### src/rtl/cnter_pkg.sv
// Shared widths and the meter FSM state type for the cnter divider family.
package cnter_pkg;

  localparam int CNT_W   = 6;
  localparam int COUNT_W = 20;
  localparam int Q_W     = 7;

  typedef enum logic [2:0] {
    IDLE,
    ARM,
    MEASURE,
    DIVIDE,
    DONE
  } meter_state_t;

endpackage

### src/rtl/cnter_meter_if.sv
// Measurement-side signal bundle of cnter_meter: toggle input, control, result.
interface cnter_meter_if;
  import cnter_pkg::*;

  logic             sig_in;
  logic             enable;
  logic [CNT_W-1:0] cnt_out;
  logic             valid;
  logic             err;
  logic             overflow;
  logic             overrun;

  modport master (
    output sig_in, enable,
    input  cnt_out, valid, err, overflow, overrun
  );

  modport slave (
    input  sig_in, enable,
    output cnt_out, valid, err, overflow, overrun
  );

endinterface

### src/rtl/sync_edge_det.sv
// Two-flop synchronizer for an asynchronous toggle plus a both-edge pulse.
module sync_edge_det (
  input  logic clockin,
  input  logic reset_n,
  input  logic async_in,
  output logic edge_pulse
);

  logic s1, s2, s3;

  always_ff @(posedge clockin or negedge reset_n) begin
    if (!reset_n) begin
      s1 <= 1'b0;
      s2 <= 1'b0;
      s3 <= 1'b0;
    end else begin
      s1 <= async_in;
      s2 <= s1;
      s3 <= s2;
    end
  end

  assign edge_pulse = s2 ^ s3;

endmodule

### src/rtl/cnter_meter.sv
// Measures the half-period of a toggle wave and recovers the cnter divider
// setting as a rounded multiple of DIVIDER, with error/overflow/overrun flags.
module cnter_meter
  import cnter_pkg::*;
#(
  parameter int DIVIDER    = 5000,
  parameter int TOL        = 2,
  parameter int COUNT_BITS = COUNT_W
) (
  input  logic          clockin,
  input  logic          reset_n,
  cnter_meter_if.slave  mif
);

  localparam logic [COUNT_BITS-1:0] DIV_C = COUNT_BITS'(DIVIDER);
  localparam logic [COUNT_BITS-1:0] TOL_C = COUNT_BITS'(TOL);
  localparam logic [COUNT_BITS-1:0] RND_C = COUNT_BITS'(DIVIDER - TOL);
  localparam logic [COUNT_BITS-1:0] CMAX  = '1;
  localparam logic [Q_W-1:0]        Q_LIM = Q_W'(64);
  localparam logic [Q_W-1:0]        Q_MAX = Q_W'(63);

  meter_state_t          state;
  logic                  edge_pulse;
  logic [COUNT_BITS-1:0] count;
  logic [COUNT_BITS-1:0] rem;
  logic [Q_W-1:0]        q;
  logic                  sat;

  logic                  round_up;
  logic [Q_W-1:0]        q_fin;
  logic [COUNT_BITS-1:0] r_fin;
  logic                  ovf_fin;

  sync_edge_det u_sync (
    .clockin    (clockin),
    .reset_n    (reset_n),
    .async_in   (mif.sig_in),
    .edge_pulse (edge_pulse)
  );

  // Edge-to-edge counter keeps running through DIVIDE/DONE so a period that
  // starts during an overrun is still measured correctly.
  always_ff @(posedge clockin or negedge reset_n) begin
    if (!reset_n) begin
      count <= '0;
    end else if (state == IDLE) begin
      count <= '0;
    end else if (edge_pulse) begin
      count <= '0;
    end else if (count != CMAX) begin
      count <= count + 1'b1;
    end
  end

  always_comb begin
    round_up = (rem >= RND_C);
    q_fin    = round_up ? q + 1'b1 : q;
    r_fin    = round_up ? DIV_C - rem : rem;
    ovf_fin  = sat | (q_fin > Q_MAX);
  end

  always_ff @(posedge clockin or negedge reset_n) begin
    if (!reset_n) begin
      state    <= IDLE;
      rem      <= '0;
      q        <= '0;
      sat      <= 1'b0;
      mif.cnt_out  <= '0;
      mif.valid    <= 1'b0;
      mif.err      <= 1'b0;
      mif.overflow <= 1'b0;
      mif.overrun  <= 1'b0;
    end else begin
      mif.valid <= 1'b0;
      if (!mif.enable) begin
        state       <= IDLE;
        mif.overrun <= 1'b0;
      end else begin
        case (state)
          IDLE: state <= ARM;
          ARM: begin
            if (edge_pulse) state <= MEASURE;
          end
          MEASURE: begin
            if (edge_pulse) begin
              rem   <= count;
              q     <= '0;
              sat   <= (count == CMAX);
              state <= DIVIDE;
            end
          end
          DIVIDE: begin
            if (edge_pulse) mif.overrun <= 1'b1;
            if (rem >= DIV_C && q < Q_LIM) begin
              rem <= rem - DIV_C;
              q   <= q + 1'b1;
            end else begin
              state <= DONE;
            end
          end
          DONE: begin
            if (edge_pulse) mif.overrun <= 1'b1;
            mif.err      <= (r_fin > TOL_C);
            mif.overflow <= ovf_fin;
            mif.cnt_out  <= ovf_fin ? '1 : q_fin[CNT_W-1:0];
            mif.valid    <= 1'b1;
            state        <= MEASURE;
          end
          default: state <= IDLE;
        endcase
      end
    end
  end

endmodule

### src/flat_wrapper.sv
// flat-port wrapper written by rule: the top's interface ports become plain ports
module cnter_meter_flat import cnter_pkg::*;
#(
  parameter int DIVIDER    = 5000,
  parameter int TOL        = 2,
  parameter int COUNT_BITS = COUNT_W
)
  (clockin, reset_n, mif_sig_in, mif_enable, mif_cnt_out, mif_valid, mif_err, mif_overflow, mif_overrun);
  cnter_meter_if mif_i ();
  input  logic clockin;
  input  logic reset_n;
  input wire logic [$bits(mif_i.sig_in)-1:0] mif_sig_in;
  input wire logic [$bits(mif_i.enable)-1:0] mif_enable;
  output wire logic [$bits(mif_i.cnt_out)-1:0] mif_cnt_out;
  output wire logic [$bits(mif_i.valid)-1:0] mif_valid;
  output wire logic [$bits(mif_i.err)-1:0] mif_err;
  output wire logic [$bits(mif_i.overflow)-1:0] mif_overflow;
  output wire logic [$bits(mif_i.overrun)-1:0] mif_overrun;
  assign mif_i.sig_in = mif_sig_in;
  assign mif_i.enable = mif_enable;
  assign mif_cnt_out = mif_i.cnt_out;
  assign mif_valid = mif_i.valid;
  assign mif_err = mif_i.err;
  assign mif_overflow = mif_i.overflow;
  assign mif_overrun = mif_i.overrun;
  cnter_meter #(.DIVIDER(DIVIDER), .TOL(TOL), .COUNT_BITS(COUNT_BITS)) u_core (.clockin(clockin), .reset_n(reset_n), .mif(mif_i));
endmodule
### config.mk
export PLATFORM = sky130hd
export DESIGN_NAME = cnter_meter_flat
export DESIGN_NICKNAME = d
export VERILOG_FILES = /design/src/rtl/cnter_pkg.sv /design/src/rtl/cnter_meter_if.sv /design/src/rtl/sync_edge_det.sv /design/src/rtl/cnter_meter.sv /design/src/flat_wrapper.sv
export SDC_FILE = /design/constraint.sdc
export NUM_CORES = 1
export LEC_CHECK = 0
export BUFFER_PORTS_ARGS = -buffer_cell sky130_fd_sc_hd__clkbuf_2
export CAP_MARGIN = 20
export CORE_UTILIZATION = 53
export DETAILED_ROUTE_END_ITERATION = 12
export PLACE_DENSITY = 0.7
export SLEW_MARGIN = 10
export SYNTH_ARGS = -nofsm -noshare
export SYNTH_HDL_FRONTEND = slang
export SYNTH_SLANG_ARGS = --single-unit
export TNS_END_PERCENT = 30
### constraint.sdc
create_clock -name clockin -period 4.8 [get_ports clockin]
set_input_delay 0.48 -clock clockin [delete_from_list [all_inputs] [get_ports clockin]]
set_output_delay 0.48 -clock clockin [all_outputs]
set_load 0.1 [all_outputs]
==> run_results.csv, run 1 <==
group,metric,value,unit
outcome,status,"finished, final reports clean",
layout,final_cell_mix,"dfrtp_1, nor2_1, o21ai_0",
route,vias,3385,
critical_path,crit_chain,"ha_1 > or4b_1 > a21oi_1 > o21a_2 > o211ai_2 > a21o_1 > o21ai_0 > o21ai_0",
layout,num_antenna_cells,0,
sta,worst_slew_pin_slew,0.835,ns
yosys,ys_types,65,
clock_tree,cts_inserted_buffers,9,
critical_path,slowest_delay,0.65,ns
grt,gr-usage-all-layers,24.8,%
yosys,ys_warn_count,0,
clock_tree,cts_resized,0,
layout,fillers,626,
clock_tree,ctsHoldBuffers,0,
floorplan,die_h,88.6,um
yosys,syn_area,3980,um^2
critical_path,cp_max_fo,30,
route,wl,8.90,mm
power,power_leakage,1.72,nW
sta,finalMaxSlewViolations,0,
sta,fmax,0.352,GHz
yosys,ys_async_sr_fraction,100,%
place,hpwl,6.29,mm
clock_tree,cts-root-buf,"clkbuf_8",
power,total_power,0.00203,W
flow_run,maxCapViolCount,0,
power,power_density,478,nW/um^2
clock_tree,cts_setup_buffers,0,
clock_tree,clk_pin_slew,0.08,ns
route,ant_nets,0,
power,peakVddDrop,0.162,mV
grt,grt_first_pass_wirelength,14.9,mm
sta,finalSetupViolCount,0,
grt,overflow,0,
floorplan,row_count,31,
layout,final_nets,478,
sta,rsz0062_at_grt,"false",
route,drc,0,
sta,timing.final.crit_share,59.2,%
critical_path,rrSetupSlack,1.96,ns
critical_path,required,4.99,ns
floorplan,die_area,7860,um^2
critical_path,path_buf_inv,0,
grt,grt_pass1_vias,3144,
yosys,synth_cells,469,
clock_tree,clk_latency,0.34,ns
clock_tree,h-tree-depth,3,
sta,fin_crit,2.84,ns
route,avgViaCountPerCell,5.94,
floorplan,pin_count,14,
critical_path,crit_arrival,3.03,ns
route,drt_iter0_markers,250,
critical_path,path_delay_family,"compound AO/OA/AOI/OAI gates",
floorplan,fp.dieW,88.6,um
route,wl_per_cell,15.6,um
route,drtPass1Iterations,4,
yosys,ys.flop_type,"dfrtp_1",
critical_path,worstSetupEndpointType,"flip-flop",
hold_path,hold_path_class,"input port to asynchronous set/reset pin",
floorplan,core-area,7250,um^2
yosys,synth_edf_count,0,
clock_tree,tritoncts,"done",
place,place.gp.congestion,0.910,
critical_path,crit_type,"flip-flop to flip-flop",
layout,synthToLayoutAreaGrowth,6.92,%
floorplan,initial_utilization,54.8,%
clock_tree,clock_sinks,64,
critical_path,slowest_stage,"dfrtp_1",
sta,clock_skew,0.0135,ns
grt,antenna_found_initial,0,
sta,relSlewSlack,44.3,%
layout,drive_above_1_share,11.9,%
yosys,yosysSeqAreaShare,40.3,%
yosys,syn-num-nets,480,
critical_path,cpMostUsedCell,"o21ai_0",
grt,grt_max_degree,42,
place,portBuffers,13,
critical_path,start_kind,"flip-flop",
sta,finalSetupTns,0,ns
clock_tree,clockBufferDepth,2,
yosys,syn_avg_cell_area,8.48,um^2
yosys,synth_seq_cells,64,
sta,finalHoldViolations,0,
layout,mostFrequentLayoutCell,"dfrtp_1",
[per-stage QoR]
stage / cells / area [um^2] / util [%] / setup slack, ns / hold WS [ns]
after floorplan: 469 / 3980 / - / 2.38 / 0.184
after global placement: 554 / 4050 / 55.9 / 2.09 / 0.333
after detailed placement: 554 / 4050 / 55.9 / 1.96 / 0.335
after CTS: 569 / 4240 / 58.4 / 1.95 / 0.132
after global routing: 570 / 4250 / 58.6 / 1.66 / 0.170
final: 570 / 4250 / 58.6 / 1.96 / 0.123
[flip-flops by register name (all words and copies together) (netlist names), 3 cells and up]
name                flops
u_core.state            3
u_core.q                7
u_core.rem             20
u_core.mif.cnt_out      6
u_core.count           20
[where the power goes]
| group | internal (W) | leakage, nW | switching [W] | total (W) |
|---|---|---|---|---|
| clock network | 0.000235 | 0.0948 | 0.000208 | 0.000443 |
| logic | 0.000256 | 0.762 | 0.000580 | 0.000836 |
| registers | 0.000621 | 0.858 | 0.000134 | 0.000755 |
[worst paths after layout]
kind                                                endpoint  cells after the start                  startpoint
min in group clockin              u_core.u_sync.s1$_DFF_PN0_                      1                  mif_sig_in
max reg2reg                       u_core.rem[13]$_DFFE_PN0P_                      8   u_core.rem[3]$_DFFE_PN0P_
min                        u_core.mif.cnt_out[5]$_DFFE_PN0P_                      1                     reset_n
min reg2reg                       u_core.u_sync.s2$_DFF_PN0_                      0  u_core.u_sync.s1$_DFF_PN0_
max                               u_core.rem[13]$_DFFE_PN0P_                      8   u_core.rem[3]$_DFFE_PN0P_
max in group asynchronous       u_core.count[12]$_DFFE_PN0P_                      2                     reset_n
[cells in the mapped netlist (3+ instances only)]
| cell | instances | area, um^2 |
|---|---|---|
| o22ai_1 | 5 | 31.3 |
| mux2i_1 | 5 | 50.1 |
| o21ai_0 | 53 | 265 |
| nand4_1 | 7 | 43.8 |
| nor2_1 | 61 | 229 |
| nor3b_1 | 4 | 30.0 |
| nand3_1 | 17 | 85.1 |
| nand2b_1 | 4 | 25.0 |
| or2_2 | 4 | 25.0 |
| o31ai_1 | 4 | 30.0 |
| ha_1 | 7 | 87.6 |
| and2_1 | 5 | 31.3 |
| xnor2_1 | 8 | 70.1 |
| a21oi_1 | 42 | 210 |
| buf_2 | 8 | 40.0 |
| xor2_1 | 12 | 105 |
| dfrtp_1 | 64 | 1600 |
| buf_4 | 3 | 22.5 |
| or3_1 | 4 | 25.0 |
| o211ai_1 | 3 | 22.5 |
| inv_1 | 8 | 30.0 |
| nand2_1 | 42 | 158 |
| nor3_1 | 17 | 85.1 |
| and3_1 | 7 | 43.8 |
| a22oi_1 | 6 | 45.0 |
| clkbuf_1 | 17 | 63.8 |
| a31oi_1 | 3 | 18.8 |
[worst register-to-register path, stage by stage, from the launching register on]
cell,delay (ns)
dfrtp_1,0.65
ha_1,0.25
or4b_1,0.43
a21oi_1,0.17
o21a_2,0.16
o211ai_2,0.12
a21o_1,0.51
o21ai_0,0.29
o21ai_0,0.12
[logic make-up after synthesis]
kind of cell,Yosys count,synth area share [%]
multiplexers,6,1.54
AND/OR/NAND/NOR,195,25.5
adder cells (fa/ha/maj),7,2.20
flip-flops,64,40.3
AO/OA/AOI/OAI,139,21.8
XOR/XNOR,20,4.40
buffers and inverters,38,4.31
[layout make-up]
| cell class | instances | area (um^2) | share of cell area [%] |
|---|---|---|---|
| Multi-Input combinational cell | 367 | 2210 | 52.0 |
| Sequential cell | 64 | 1600 | 37.7 |
| Clock buffer | 9 | 124 | 2.91 |
| Tap cell | 99 | 124 | 2.91 |
| Timing Repair Buffer | 17 | 103 | 2.41 |
| Clock inverter | 6 | 61.3 | 1.44 |
| Inverter | 8 | 30.0 | 0.706 |
[routing by layer]
layer	vias to the layer above	part of all wire [%]	GRT usage (%)
met5	-	0	0
met2	71	47	39.7
met3	13	4.3	5.32
li1	1665	-	-
met1	1636	48	33.8
met4	0	1.2	7.62
Power figures use the tool's default switching activity.
==> run 2, diff against run 1 <==
ABC_AREA = 1   (was not set)
clock period = 2.7 ns   (was 4.8 ns; I/O delays follow)
==> run_results.csv, run 2 <==
group,metric,value,unit
sta,finalSetupTns,0,ns
flow_run,maxCapViolCount,0,
critical_path,slowest_delay,0.42,ns
power,power_leakage,2.22,nW
critical_path,path_buf_inv,2,
yosys,yosysSeqAreaShare,35.7,%
route,wl_met3,575,um
yosys,synth_top_area_cell,"dfrtp_1",
route,wl_per_cell,16.2,um
critical_path,start_kind,"flip-flop",
sta,finalSetupViolCount,0,
yosys,syn_avg_cell_area,7.19,um^2
route,wl_met1,5.94,mm
clock_tree,clock_sinks,64,
critical_path,worstSetupEndpointType,"flip-flop",
floorplan,fp.dieW,94.0,um
yosys,yosys-top-cells-area,"dfrtp_1, nand2_1, inv_1",
critical_path,crit_chain,"inv_1 > ha_1 > nand3_1 > nor2_1 > nand4_1 > nand3_2 > nand2_2 > a21oi_4 > buf_4 > o21ai_0 > a22oi_1",
power,power_density,1230,nW/um^2
critical_path,crit_type,"flip-flop to flip-flop",
layout,final_nets,658,
layout,num_antenna_cells,0,
layout,mostFrequentLayoutCell,"nand2_1",
clock_tree,clk_latency,0.34,ns
yosys,synth_edf_count,0,
route,dr.max_layer_used,"met4",
clock_tree,cts-root-buf,"clkbuf_8",
critical_path,slowest_stage,"dfrtp_1",
layout,drive_above_1_share,11.4,%
place,hpwl,9.38,mm
route,wl,12.3,mm
yosys,ys_types,48,
yosys,synth_cells,624,
route,drt_iter0_markers,334,
yosys,syn-num-nets,635,
floorplan,pin_count,14,
floorplan,row_count,33,
yosys,yosys.area.top_type_share,35.7,%
clock_tree,clockBufferDepth,2,
sta,fin_crit,2.44,ns
yosys,synth_most_common_cell,"nand2_1",
grt,grt_max_degree,37,
place,portBuffers,13,
route,routed-wl-met2,5.36,mm
floorplan,die_h,94.0,um
sta,finalMaxSlewViolations,0,
floorplan,die_area,8830,um^2
sta,rsz0062_at_grt,"false",
place,post-place-ws,0.304,ns
clock_tree,h-tree-depth,3,
route,drtPass1Iterations,6,
grt,grt_pass1_vias,4064,
layout,top_regs,"u_core.count: 20 flops, u_core.rem: 20 flops, u_core.q: 7 flops",
floorplan,initial_utilization,54.6,%
sta,relSlewSlack,54.5,%
yosys,ys_warn_count,0,
clock_tree,tritoncts,"done",
route,drc,0,
yosys,ys.flop_type,"dfrtp_1",
critical_path,required,2.94,ns
yosys,synth_seq_cells,64,
sta,finalWorstSetupSlack,0.264,ns
yosys,ys_top_cells_by_count,"nand2_1, inv_1, dfrtp_1",
grt,grt_first_pass_wirelength,20.4,mm
route,avgViaCountPerCell,5.74,
sta,finalHoldViolations,0,
floorplan,core-area,8220,um^2
grt,gr-usage-all-layers,30.3,%
outcome,status,"finished, final reports clean",
sta,clock_skew,0.0204,ns
place,place.gp.congestion,0.983,
critical_path,crit_arrival,2.68,ns
sta,worst_slew_pin_slew,0.683,ns
clock_tree,clk_pin_slew,0.07,ns
route,ant_nets,0,
sta,timing.final.crit_share,90.2,%
grt,overflow,0,
hold_path,hold_path_class,"input port to flip-flop",
yosys,syn_area,4480,um^2
layout,synthToLayoutAreaGrowth,8.68,%
critical_path,path_delay_family,"simple AND/OR/NAND/NOR gates",
clock_tree,cts_inserted_buffers,9,
yosys,ys_async_sr_fraction,100,%
critical_path,cp_max_fo,36,
power,peakVddDrop,0.501,mV
layout,final_cell_mix,"nand2_1, inv_1, dfrtp_1",
route,vias,4343,
sta,fmax,0.411,GHz
grt,antenna_found_initial,0,
-- run 2: changes by cell type after synthesis, sizes merged, moves of 5 or more --
cell / delta
nand4: +14
nand2: +106
nand2b: -5
clkbuf: -11
o21ai: -7
inv: +75
and3: -7
a21oi: -15
nand3: +45
nor3b: -6
and2: -5
-- run 2: where the power goes --
part | leakage, nW | switching (W) | total [W] | internal (W)
Combinational | 1.29 | 0.00259 | 0.00373 | 0.00115
Clock | 0.0841 | 0.000391 | 0.000742 | 0.000351
Sequential | 0.846 | 0.000305 | 0.00151 | 0.00121
-- run 2: logic make-up after synthesis --
family | after synthesis | share of synthesized area (%)
flip-flops | 64 | 35.7
multiplexers | 1 | 0.223
buffers and inverters | 100 | 9.46
AO/OA/AOI/OAI | 122 | 17.2
XOR/XNOR | 16 | 3.12
AND/OR/NAND/NOR | 314 | 32.3
adder cells (fa/ha/maj) | 7 | 1.95
-- run 2: cell type report --
class | count | area (um^2)
multi-input cells | 460 | 2460
repair buffers | 28 | 193
inverters | 84 | 315
clock buffers | 10 | 138
clock inverters | 5 | 33.8
flip-flops and latches | 64 | 1600
well taps | 105 | 131
fillers | 768 | 3340
-- run 2: metal layers --
| metal | track usage (%) | vias up |
|---|---|---|
| li1 | - | 2156 |
| met4 | 12.7 | 0 |
| met3 | 4.53 | 27 |
| met5 | 0 | - |
| met2 | 45.4 | 141 |
| met1 | 43.5 | 2019 |
-- run 2: through the flow --
step | std cells | area [um^2] | total power [W] | utilization [%] | hold slack, ns
6_report | 756 | 4870 | 0.00599 | 59.3 | 0.0409
5_1_grt | 756 | 4870 | 0.00656 | 59.3 | 0.0243
4_1_cts | 756 | 4870 | 0.00597 | 59.3 | 0.0255
3_5_place_dp | 740 | 4690 | 0.00521 | 57.1 | 0.343
3_3_place_gp | 740 | 4690 | 0.00520 | 57.1 | 0.338
2_1_floorplan | 624 | 4480 | 0.00439 | - | -0.0256
-- run 2: timing repair --
action	4_1_cts	5_1_grt
hold buffers	1	0
buffers inserted	0	0
hold endpoints to repair	26	0
endpoints found under the setup margin	0	0
gates resized for setup	0	0
-- run 2: path summary, 6_finish.rpt --
check                                           start                         end  slack, ns  cells past startpoint
max in group asynchronous                     reset_n   u_core.rem[2]$_DFFE_PN0P_       1.38                      3
setup reg to reg            u_core.rem[4]$_DFFE_PN0P_  u_core.rem[10]$_DFFE_PN0P_       0.26                     11
min in group asynchronous                     reset_n     u_core.q[5]$_DFFE_PN0P_       0.49                      2
setup / recovery            u_core.rem[4]$_DFFE_PN0P_  u_core.rem[10]$_DFFE_PN0P_       0.26                     11
hold reg to reg            u_core.u_sync.s1$_DFF_PN0_  u_core.u_sync.s2$_DFF_PN0_       0.37                      0
hold / removal                             mif_sig_in  u_core.u_sync.s1$_DFF_PN0_       0.04                      1
==> run 3, diff against run 2 <==
ABC_AREA = not set   (was 1)
CORE_ASPECT_RATIO = 1.4   (was not set)
==> run_results.csv, run 3 (synthesized netlist as in run 1, its figures left out) <==
group,metric,value,unit
outcome,status,"finished, final reports clean",
clock_tree,clock_sinks,64,
clock_tree,clk_pin_slew,0.06,ns
layout,final_cell_mix,"dfrtp_1, nor2_1, o21ai_0",
layout,final_nets,494,
critical_path,crit_arrival,2.76,ns
floorplan,core-area,7310,um^2
critical_path,slowest_stage,"a2111oi_4",
critical_path,cp_max_fo,7,
route,avgViaCountPerCell,5.95,
place,place.gp.congestion,0.948,
floorplan,initial_utilization,54.4,%
clock_tree,ctsHoldBuffers,1,
clock_tree,cts-root-buf,"clkbuf_8",
critical_path,path_buf_inv,1,
sta,finalWorstSetupSlack,0.174,ns
floorplan,fp.dieW,75.2,um
critical_path,rr_worst_depth,9,
sta,worst_slew_pin_slew,0.737,ns
sta,timing.final.crit_share,93.5,%
floorplan,pin_count,14,
power,power_density,857,nW/um^2
layout,drive_above_1_share,14.5,%
layout,num_antenna_cells,0,
sta,rsz0062_at_grt,"false",
grt,gr-usage-all-layers,26.1,%
route,drc,0,
critical_path,required,2.93,ns
route,vias,3482,
clock_tree,tritoncts,"done",
clock_tree,cts_inserted_buffers,9,
clock_tree,clockBufferDepth,2,
floorplan,row_count,37,
critical_path,worst-path-stages,9,
grt,overflow,0,
place,post-place-ws,0.227,ns
route,drtPass1Iterations,5,
layout,mostFrequentLayoutCell,"dfrtp_1",
layout,stdcell_count,585,
critical_path,crit_chain,"inv_1 > ha_1 > nand2b_4 > a2111oi_4 > nor3_1 > or4b_1 > and3_1 > nor4_2 > a31oi_1",
critical_path,worstSetupEndpointType,"flip-flop",
power,total_power,0.00377,W
sta,clock_skew,0.00587,ns
sta,finalSetupViolCount,0,
place,dp_cells,568,
sta,finalMaxSlewViolations,0,
power,power_leakage,1.80,nW
route,drt_iter0_markers,224,
critical_path,crit_type,"flip-flop to flip-flop",
layout,synthToLayoutAreaGrowth,10.5,%
sta,fmax,0.396,GHz
place,portBuffers,13,
place,hpwl,6.95,mm
clock_tree,cts_resized,0,
grt,grt_max_degree,38,
floorplan,die_area,7860,um^2
grt,grt_pass1_vias,3255,
clock_tree,cts_setup_buffers,0,
floorplan,die_h,105,um
power,peakVddDrop,0.482,mV
hold_path,hold_path_depth,1,
sta,finalHoldViolations,0,
hold_path,hold_path_class,"input port to flip-flop",
critical_path,start_kind,"flip-flop",
critical_path,slowest_delay,0.49,ns
route,wl,9.53,mm
grt,antenna_found_initial,0,
clock_tree,clk_latency,0.37,ns
flow_run,maxCapViolCount,0,
clock_tree,h-tree-depth,3,
critical_path,path_delay_family,"simple AND/OR/NAND/NOR gates",
route,ant_nets,0,
route,wl_per_cell,16.3,um
sta,relSlewSlack,50.4,%
sta,fin_crit,2.53,ns
layout,top_regs,"u_core.count: 20 flops, u_core.rem: 20 flops, u_core.q: 7 flops",
sta,finalSetupTns,0,ns
grt,grt_first_pass_wirelength,15.1,mm
==> run 3: per-stage QoR <==
step           area, um^2  utilization [%]  hold WS (ns)
2_1_floorplan        3980                -       -0.0256
3_3_place_gp         4180             57.2         0.333
3_5_place_dp         4180             57.2         0.349
4_1_cts              4400             60.1       0.00662
5_1_grt              4400             60.1        0.0130
6_report             4400             60.1       0.00992
==> run 3: worst paths after layout <==
kind | startpoint | endpoint | slack [ns]
setup / recovery | u_core.rem[1]$_DFFE_PN0P_ | u_core.mif.err$_DFFE_PN0P_ | 0.17
min in group asynchronous | reset_n | u_core.state[0]$_DFFE_PN0P_ | 0.50
hold reg to reg | u_core.u_sync.s1$_DFF_PN0_ | u_core.u_sync.s2$_DFF_PN0_ | 0.36
max in group asynchronous | reset_n | u_core.count[17]$_DFFE_PN0P_ | 1.55
hold / removal | mif_sig_in | u_core.u_sync.s1$_DFF_PN0_ | 0.01
setup reg to reg | u_core.rem[1]$_DFFE_PN0P_ | u_core.mif.err$_DFFE_PN0P_ | 0.17
==> run 3: cell type report <==
class / instances / area [um^2]
Clock buffer: 15 / 196
Clock inverter: 1 / 7.51
Fill cell: 679 / 2920
Inverter: 8 / 30.0
Multi-Input combinational cell: 367 / 2210
Sequential cell: 64 / 1600
Tap cell: 97 / 121
Timing Repair Buffer: 33 / 230
==> run 3: report_power, final <==
| part | internal [W] | switching [W] |
|---|---|---|
| clock network | 0.000459 | 0.000370 |
| registers | 0.00110 | 0.000234 |
| logic | 0.000520 | 0.00108 |
| total | 0.00208 | 0.00168 |
==> run 3: routing by layer <==
metal | routed length, um | GRT usage (%) | vias to the layer above | part of all wire [%]
li1 | - | - | 1701 | -
met1 | 3790 | 29.1 | 1654 | 40
met2 | 4930 | 44.0 | 97 | 52
met3 | 425 | 4.65 | 30 | 4.5
met4 | 374 | 16.8 | 0 | 3.9
met5 | 0 | 0 | - | 0
